--- src/rtl/vga_timing_pkg.sv ---
// ---------------------------------------------------------------------------
// vga_timing_pkg
//
// Purpose:
//   Shared definitions for the VGA raster sequencer:
//     - axis_state_t : per-axis porch/sync state machine encoding
//     - default 640x480@60 timing constants (pixels / lines)
//     - constant functions that derive line and frame totals
//     - axis_next    : successor of an axis state
//
// Ports: none (package).
// ---------------------------------------------------------------------------
package vga_timing_pkg;

    // Counter width used for both axes; totals must be <= 1024.
    localparam int CNT_W = 10;

    // Horizontal defaults (pixels).
    localparam int DEF_H_ACTIVE = 640;
    localparam int DEF_H_FRONT  = 16;
    localparam int DEF_H_SYNC   = 96;
    localparam int DEF_H_BACK   = 48;

    // Vertical defaults (lines).
    localparam int DEF_V_ACTIVE = 480;
    localparam int DEF_V_FRONT  = 10;
    localparam int DEF_V_SYNC   = 2;
    localparam int DEF_V_BACK   = 33;

    // Axis state machine. Order matches the raster sequence.
    typedef enum logic [1:0] {
        ST_ACTIVE = 2'd0,
        ST_FRONT  = 2'd1,
        ST_SYNC   = 2'd2,
        ST_BACK   = 2'd3
    } axis_state_t;

    // Positions per line (horizontal) or lines per frame (vertical).
    function automatic int h_total(input int active, input int front,
                                   input int sync,   input int back);
        return active + front + sync + back;
    endfunction

    function automatic int v_total(input int active, input int front,
                                   input int sync,   input int back);
        return active + front + sync + back;
    endfunction

    // Successor state: ACTIVE -> FRONT -> SYNC -> BACK -> ACTIVE.
    function automatic axis_state_t axis_next(input axis_state_t s);
        axis_state_t n;
        n = ST_ACTIVE;
        case (s)
            ST_ACTIVE: n = ST_FRONT;
            ST_FRONT:  n = ST_SYNC;
            ST_SYNC:   n = ST_BACK;
            ST_BACK:   n = ST_ACTIVE;
            default:   n = ST_ACTIVE;
        endcase
        return n;
    endfunction

endpackage

--- src/rtl/vga_axis_counter.sv ---
// ---------------------------------------------------------------------------
// vga_axis_counter
//
// Purpose:
//   One raster axis (horizontal or vertical). Holds the porch/sync state
//   machine, the in-state counter and the absolute position counter, and
//   decodes what the axis will present after the current edge so that the
//   parent can register its sync/active outputs in step with the position.
//
//   Every segment length parameter must be >= 1 and the sum must be <= 1024.
//
// Ports:
//   i_clk          in   clock, rising edge
//   i_rst          in   asynchronous, active-high reset
//   i_advance      in   step the axis by one position on this edge
//   o_pos          out  [9:0] current position, 0..TOTAL-1 (registered)
//   o_wrap         out  this edge moves from the last BACK position to 0
//   o_next_active  out  position after this edge lies in ST_ACTIVE
//   o_next_sync_n  out  active-low sync for the position after this edge
// ---------------------------------------------------------------------------
module vga_axis_counter
    import vga_timing_pkg::*;
#(
    parameter int P_ACTIVE = DEF_H_ACTIVE,
    parameter int P_FRONT  = DEF_H_FRONT,
    parameter int P_SYNC   = DEF_H_SYNC,
    parameter int P_BACK   = DEF_H_BACK
) (
    input  logic       i_clk,
    input  logic       i_rst,
    input  logic       i_advance,
    output logic [9:0] o_pos,
    output logic       o_wrap,
    output logic       o_next_active,
    output logic       o_next_sync_n
);

    localparam int TOTAL = h_total(P_ACTIVE, P_FRONT, P_SYNC, P_BACK);

    // Last in-state count for each segment.
    localparam logic [CNT_W-1:0] L_ACTIVE_LAST = CNT_W'(P_ACTIVE - 1);
    localparam logic [CNT_W-1:0] L_FRONT_LAST  = CNT_W'(P_FRONT - 1);
    localparam logic [CNT_W-1:0] L_SYNC_LAST   = CNT_W'(P_SYNC - 1);
    localparam logic [CNT_W-1:0] L_BACK_LAST   = CNT_W'(P_BACK - 1);
    localparam logic [CNT_W-1:0] L_POS_LAST    = CNT_W'(TOTAL - 1);

    axis_state_t      r_state;
    axis_state_t      w_next_state;
    logic [CNT_W-1:0] r_cnt;
    logic [CNT_W-1:0] w_next_cnt;
    logic [CNT_W-1:0] r_pos;
    logic [CNT_W-1:0] w_next_pos;
    logic [CNT_W-1:0] w_seg_last;
    logic             w_seg_done;
    logic             w_wrap;

    // State register. Reset parks the axis on the very last position so the
    // first advance after release lands on position 0 in ST_ACTIVE.
    always_ff @(posedge i_clk or posedge i_rst) begin
        if (i_rst) begin
            r_state <= ST_BACK;
            r_cnt   <= L_BACK_LAST;
            r_pos   <= L_POS_LAST;
        end else begin
            r_state <= w_next_state;
            r_cnt   <= w_next_cnt;
            r_pos   <= w_next_pos;
        end
    end

    // Next-state logic. Without an advance everything holds.
    always_comb begin
        w_seg_last   = L_ACTIVE_LAST;
        w_next_state = r_state;
        w_next_cnt   = r_cnt;
        w_next_pos   = r_pos;
        w_wrap       = 1'b0;

        case (r_state)
            ST_ACTIVE: w_seg_last = L_ACTIVE_LAST;
            ST_FRONT:  w_seg_last = L_FRONT_LAST;
            ST_SYNC:   w_seg_last = L_SYNC_LAST;
            ST_BACK:   w_seg_last = L_BACK_LAST;
            default:   w_seg_last = L_ACTIVE_LAST;
        endcase

        w_seg_done = (r_cnt == w_seg_last);

        if (i_advance) begin
            if (w_seg_done) begin
                w_next_state = axis_next(r_state);
                w_next_cnt   = '0;
            end else begin
                w_next_cnt   = r_cnt + 1'b1;
            end

            // The position counter is reset from the state machine rather
            // than compared against TOTAL, so both stay in lockstep.
            if (w_seg_done && (r_state == ST_BACK)) begin
                w_next_pos = '0;
                w_wrap     = 1'b1;
            end else begin
                w_next_pos = r_pos + 1'b1;
            end
        end
    end

    assign o_pos         = r_pos;
    assign o_wrap        = w_wrap;
    assign o_next_active = (w_next_state == ST_ACTIVE);
    assign o_next_sync_n = (w_next_state != ST_SYNC);

endmodule

--- src/rtl/vga_timing.sv ---
// ---------------------------------------------------------------------------
// vga_timing
//
// Purpose:
//   Raster sequencer for the 640x480 VGA output path. Owns the horizontal
//   and vertical counters and produces pixel coordinates, active-low syncs,
//   blanking and line/frame/pixel strobes. Every output is a flop; x/y and
//   the decoded outputs all describe the same pixel, so a colour source
//   that is combinational in (x, y) lines up with o_active.
//
// Configuration:
//   VGA_TIMING_PIXDIV_EN  defined   : a divide-by-2 toggle flop produces the
//                                     pixel tick (every second clock; the
//                                     first is the second edge after reset
//                                     release). Outputs hold for two clocks.
//                         undefined : every clock edge is a pixel tick.
//
// Ports:
//   i_clock        in   system clock, rising edge
//   i_reset        in   asynchronous, active-high reset
//   o_x            out  [9:0] horizontal position, 0..H_TOTAL-1
//   o_y            out  [9:0] vertical position,   0..V_TOTAL-1
//   o_active       out  pixel is inside the visible area
//   o_blank_n      out  same as o_active, for the DAC blank input
//   o_hsync        out  active-low horizontal sync
//   o_vsync        out  active-low vertical sync
//   o_line_start   out  one-clock strobe when x == 0
//   o_frame_start  out  one-clock strobe when x == 0 and y == 0
//   o_pix_en       out  one-clock strobe, a new pixel is presented
// ---------------------------------------------------------------------------
module vga_timing
    import vga_timing_pkg::*;
#(
    parameter int H_ACTIVE = DEF_H_ACTIVE,
    parameter int H_FRONT  = DEF_H_FRONT,
    parameter int H_SYNC   = DEF_H_SYNC,
    parameter int H_BACK   = DEF_H_BACK,
    parameter int V_ACTIVE = DEF_V_ACTIVE,
    parameter int V_FRONT  = DEF_V_FRONT,
    parameter int V_SYNC   = DEF_V_SYNC,
    parameter int V_BACK   = DEF_V_BACK
) (
    input  logic       i_clock,
    input  logic       i_reset,
    output logic [9:0] o_x,
    output logic [9:0] o_y,
    output logic       o_active,
    output logic       o_blank_n,
    output logic       o_hsync,
    output logic       o_vsync,
    output logic       o_line_start,
    output logic       o_frame_start,
    output logic       o_pix_en
);

    logic       w_tick;
    logic [9:0] w_h_pos;
    logic [9:0] w_v_pos;
    logic       w_h_wrap;
    logic       w_v_wrap;
    logic       w_h_next_active;
    logic       w_v_next_active;
    logic       w_h_next_sync_n;
    logic       w_v_next_sync_n;

    logic       r_active;
    logic       r_hsync;
    logic       r_vsync;
    logic       r_line_start;
    logic       r_frame_start;
    logic       r_pix_en;

    // ------------------------------------------------------------------
    // Pixel tick generation
    // ------------------------------------------------------------------
`ifdef VGA_TIMING_PIXDIV_EN
    logic r_div;

    // r_div is 0 out of reset, so the first edge only toggles it and the
    // second edge is the first pixel tick.
    always_ff @(posedge i_clock or posedge i_reset) begin
        if (i_reset) begin
            r_div <= 1'b0;
        end else begin
            r_div <= ~r_div;
        end
    end

    assign w_tick = r_div;
`else
    assign w_tick = 1'b1;
`endif

    // ------------------------------------------------------------------
    // Axis counters: vertical steps only when the horizontal axis wraps.
    // ------------------------------------------------------------------
    vga_axis_counter #(
        .P_ACTIVE (H_ACTIVE),
        .P_FRONT  (H_FRONT),
        .P_SYNC   (H_SYNC),
        .P_BACK   (H_BACK)
    ) u_h_axis (
        .i_clk         (i_clock),
        .i_rst         (i_reset),
        .i_advance     (w_tick),
        .o_pos         (w_h_pos),
        .o_wrap        (w_h_wrap),
        .o_next_active (w_h_next_active),
        .o_next_sync_n (w_h_next_sync_n)
    );

    vga_axis_counter #(
        .P_ACTIVE (V_ACTIVE),
        .P_FRONT  (V_FRONT),
        .P_SYNC   (V_SYNC),
        .P_BACK   (V_BACK)
    ) u_v_axis (
        .i_clk         (i_clock),
        .i_rst         (i_reset),
        .i_advance     (w_h_wrap),
        .o_pos         (w_v_pos),
        .o_wrap        (w_v_wrap),
        .o_next_active (w_v_next_active),
        .o_next_sync_n (w_v_next_sync_n)
    );

    // ------------------------------------------------------------------
    // Output registers. Decodes use the axes' next state so they change on
    // the same edge as the positions. The strobes are reloaded every clock
    // so they stay one clock wide even when the pixel tick is divided.
    // The vertical axis only wraps together with the horizontal one, so
    // its wrap marks (0,0) on the following cycle.
    // ------------------------------------------------------------------
    always_ff @(posedge i_clock or posedge i_reset) begin
        if (i_reset) begin
            r_active      <= 1'b0;
            r_hsync       <= 1'b1;
            r_vsync       <= 1'b1;
            r_line_start  <= 1'b0;
            r_frame_start <= 1'b0;
            r_pix_en      <= 1'b0;
        end else begin
            r_pix_en      <= w_tick;
            r_line_start  <= w_h_wrap;
            r_frame_start <= w_v_wrap;
            if (w_tick) begin
                r_active <= w_h_next_active && w_v_next_active;
                r_hsync  <= w_h_next_sync_n;
                r_vsync  <= w_v_next_sync_n;
            end
        end
    end

    assign o_x           = w_h_pos;
    assign o_y           = w_v_pos;
    assign o_active      = r_active;
    assign o_blank_n     = r_active;
    assign o_hsync       = r_hsync;
    assign o_vsync       = r_vsync;
    assign o_line_start  = r_line_start;
    assign o_frame_start = r_frame_start;
    assign o_pix_en      = r_pix_en;

endmodule

--- config.mk ---
export PLATFORM = sky130hd
export DESIGN_NAME = vga_timing
export DESIGN_NICKNAME = d
export VERILOG_FILES = /design/src/rtl/vga_timing_pkg.sv /design/src/rtl/vga_axis_counter.sv /design/src/rtl/vga_timing.sv
export SDC_FILE = /design/constraint.sdc
export NUM_CORES = 1
export LEC_CHECK = 0
export ABC_AREA = 1
export ABC_CLOCK_PERIOD_IN_PS = 2250
export CAP_MARGIN = 20
export CORE_ASPECT_RATIO = 0.5
export CORE_MARGIN = 3
export CORE_UTILIZATION = 40
export CTS_CLUSTER_SIZE = 12
export DETAILED_ROUTE_END_ITERATION = 10
export PLACE_DENSITY = 0.66
export SYNTH_ARGS = -nofsm -noshare
export SYNTH_HDL_FRONTEND = slang
export SYNTH_SLANG_ARGS = --single-unit
--- constraint.sdc ---
create_clock -name i_clock -period 2.25 [get_ports i_clock]
set_input_delay 0.45 -clock i_clock [delete_from_list [all_inputs] [get_ports i_clock]]
set_output_delay 0.45 -clock i_clock [all_outputs]
set_load 0.05 [all_outputs]
==> impl_metrics.toml <==
[outcome]
status = "finished clean"

[drt]
wl_per_cell_um = 11.9
totalWireLength_um = 5730
drt-pass1-iter-count = 4
routed_via_density = 4.79
ant_nets = 0
drtIter0Drc = 85
vias = 2298
drc = 0

[logic_synthesis]
synth_area_leaders = "dfrtp_1 25%, dfstp_2 21%, nand2_1 9.5%"
yosysSeqAreaShare_pct = 45.8
synth.avg_cell_area_um2 = 8.12
yosysTopAreaCell = "dfrtp_1"
synth-main-ff-cell = "dfrtp_1"
ys_types = 31
ys_warn_count = 0
async_flop_share_pct = 100
synthCells = 344
syn_nets = 358
synth_edf_count = 0
synth_top_area_share_pct = 25.1
synth-seq-cells = 50
netlist_area_um2 = 2790

[worst_setup_path]
cp_slowest_stage_delay_ps = 810
end_kind = "output port"
worstPathArrival_ps = 1700
path_class = "flip-flop to output port"
crit_slowest_cell = "clkdlybuf4s50_1"
cp_num_buf_inv = 1
path_cells = "clkdlybuf4s50_1"
cp_max_fo = 7
required_ps = 1800
crit_family = "buffers and inverters"
start_kind = "flip-flop"

[timing]
period_share_pct = 95.3
layout_setup_ws_ps = 105
final-hold-violation-count = 0
fmax_ghz = 0.466
worst_pin_slew_ps = 508
setup_tns_ps = 0
finalSetupViolCount = 0
clock_skew_ps = 9.90
relSlewSlack_pct = 66.0
rsz0062_at_grt = "false"
layout_min_cycle_time_ps = 2150
slew_violations = 0

[cts]
clk_path_buf_depth = 2
clockRootBuffer = "clkbuf_16"
cts_tree = "yes"
insertion_delay_ps = 290
cts_made_buffers = 5
clkTransAtPathRegs_ps = 70
hold_buffers = 0
clock-sinks = 50
htree_levels = 2

[layout]
syn_to_final_growth_pct = 22.9
fin_nets = 405
layout_common_cells = "71 x nand2_1, 52 x inv_1, 47 x nor2_1, 28 x clkdlybuf4s50_1, 28 x dfrtp_1"
diodes = 0
final_common_cell = "nand2_1"
drive_above_1_share_pct = 17.9
final_cells = 480
fill_cells = 612

[floorplan]
fp.dieArea_um2 = 8080
core-area_um2 = 6410
die_height_um = 65.1
die_w_um = 124
start_util_pct = 43.6
ios = 29
fp-row-count = 20

[grt]
grt_overflow_total = 0
antenna_found_initial = 0
grt_pass1_vias = 2166
grt_usage_pct = 14.8
grt_max_degree = 24
grt_pass1_wl_um = 9570

[placement]
pre_cts_ws_ps = 26.0
numPortBuffers = 28
place.gp.congestion = 0.942
dp_cells = 465
dp_hpwl_um = 4310

[pwr]
finalPower_mw = 1.71
ir_drop_mv = 0.267
power_leakage_nw = 1.61
p_per_area_nw_per_um2 = 497

[job]
drv_cap = 0

[worst_hold_path]
min_path_type = "input pin to async pin"
## report_power, final
group	switching [mW]	leakage (nW)	internal (mW)	total [mW]
combinational	0.0215	0.939	0.00546	0.0270
sequential	0.000254	0.602	0.902	0.902
clock	0.330	0.0735	0.446	0.777
## through the flow
step           cell area (µm²)  hold WS [ps]  util, %
2_1_floorplan             2790           496        -
3_3_place_gp              3210           492     50.2
3_5_place_dp              3210           506     50.2
4_1_cts                   3370           511     52.6
5_1_grt                   3430           539     53.6
6_report                  3430           500     53.6
## cells in the mapped netlist (all sizes together) (3+ instances only)
library cell / number
a21oi: 9
a31oi: 3
buf: 3
dfrtp: 28
dfstp: 22
ha: 12
inv: 55
nand2: 77
nand3: 27
nand3b: 3
nand4: 7
nor2: 53
nor3: 11
o21ai: 15
or2: 3
xor2: 11
## sequential cells by signal, indices dropped and copies added, names as in the netlist
| name | cells |
|---|---|
| o_active | 1 |
| o_frame_start | 1 |
| o_hsync | 1 |
| o_line_start | 1 |
| o_pix_en | 1 |
| o_vsync | 1 |
| u_h_axis.o_pos | 10 |
| u_h_axis.r_cnt | 10 |
| u_h_axis.r_state | 2 |
| u_v_axis.o_pos | 10 |
| u_v_axis.r_cnt | 10 |
| u_v_axis.r_state | 2 |
## worst paths after layout
path                                      from             endpoint  slack, ps  cells past startpoint
max in group asynchronous              i_reset  u_h_axis.r_state[1]       1120                      3
min in group i_clock         u_v_axis.o_pos[9]    u_v_axis.o_pos[9]        520                      2
hold reg to reg              u_v_axis.o_pos[9]    u_v_axis.o_pos[9]        520                      2
setup / recovery             u_v_axis.o_pos[2]               o_y[2]        100                      1
hold / removal                         i_reset    u_v_axis.r_cnt[7]        500                      2
setup reg to reg           u_h_axis.r_state[0]    u_v_axis.o_pos[5]        160                     11
## final cells by class
class                           count  area, µm²  share of cell area [%]
Inverter                           55        206                    6.01
Sequential cell                    50       1280                    37.2
Tap cell                           88        110                    3.21
Clock buffer                        6        139                    4.04
Timing Repair Buffer               42        387                    11.3
Clock inverter                      2       16.3                   0.474
Multi-Input combinational cell    237       1300                    37.8
## what timing repair did
action	in CTS	in global routing
hold endpoints to repair	0	0
endpoints found under the setup margin	0	9
setup buffers	0	5
gates resized for setup	0	3
## cells by family (layout without fill, tap and decap cells)
| family | after synthesis | count (layout) | synth area share (%) |
|---|---|---|---|
| compound gates | 30 | 30 | 5.96 |
| xor+xnor | 11 | 11 | 3.45 |
| flops | 50 | 50 | 45.8 |
| buf+inv | 58 | 105 | 8.46 |
| other cells | 1 | 1 | 0.134 |
| simple gates | 182 | 183 | 30.9 |
| fa+ha+maj | 12 | 12 | 5.37 |
## metal layers
metal  global-route usage (%)  part of all wire, %
met5                        0                    0
met2                     25.0                   47
met3                     3.87                  4.5
met1                     19.1                   47
met4                     3.55                 0.77
No activity file was read; power rests on OpenSTA's default activity.
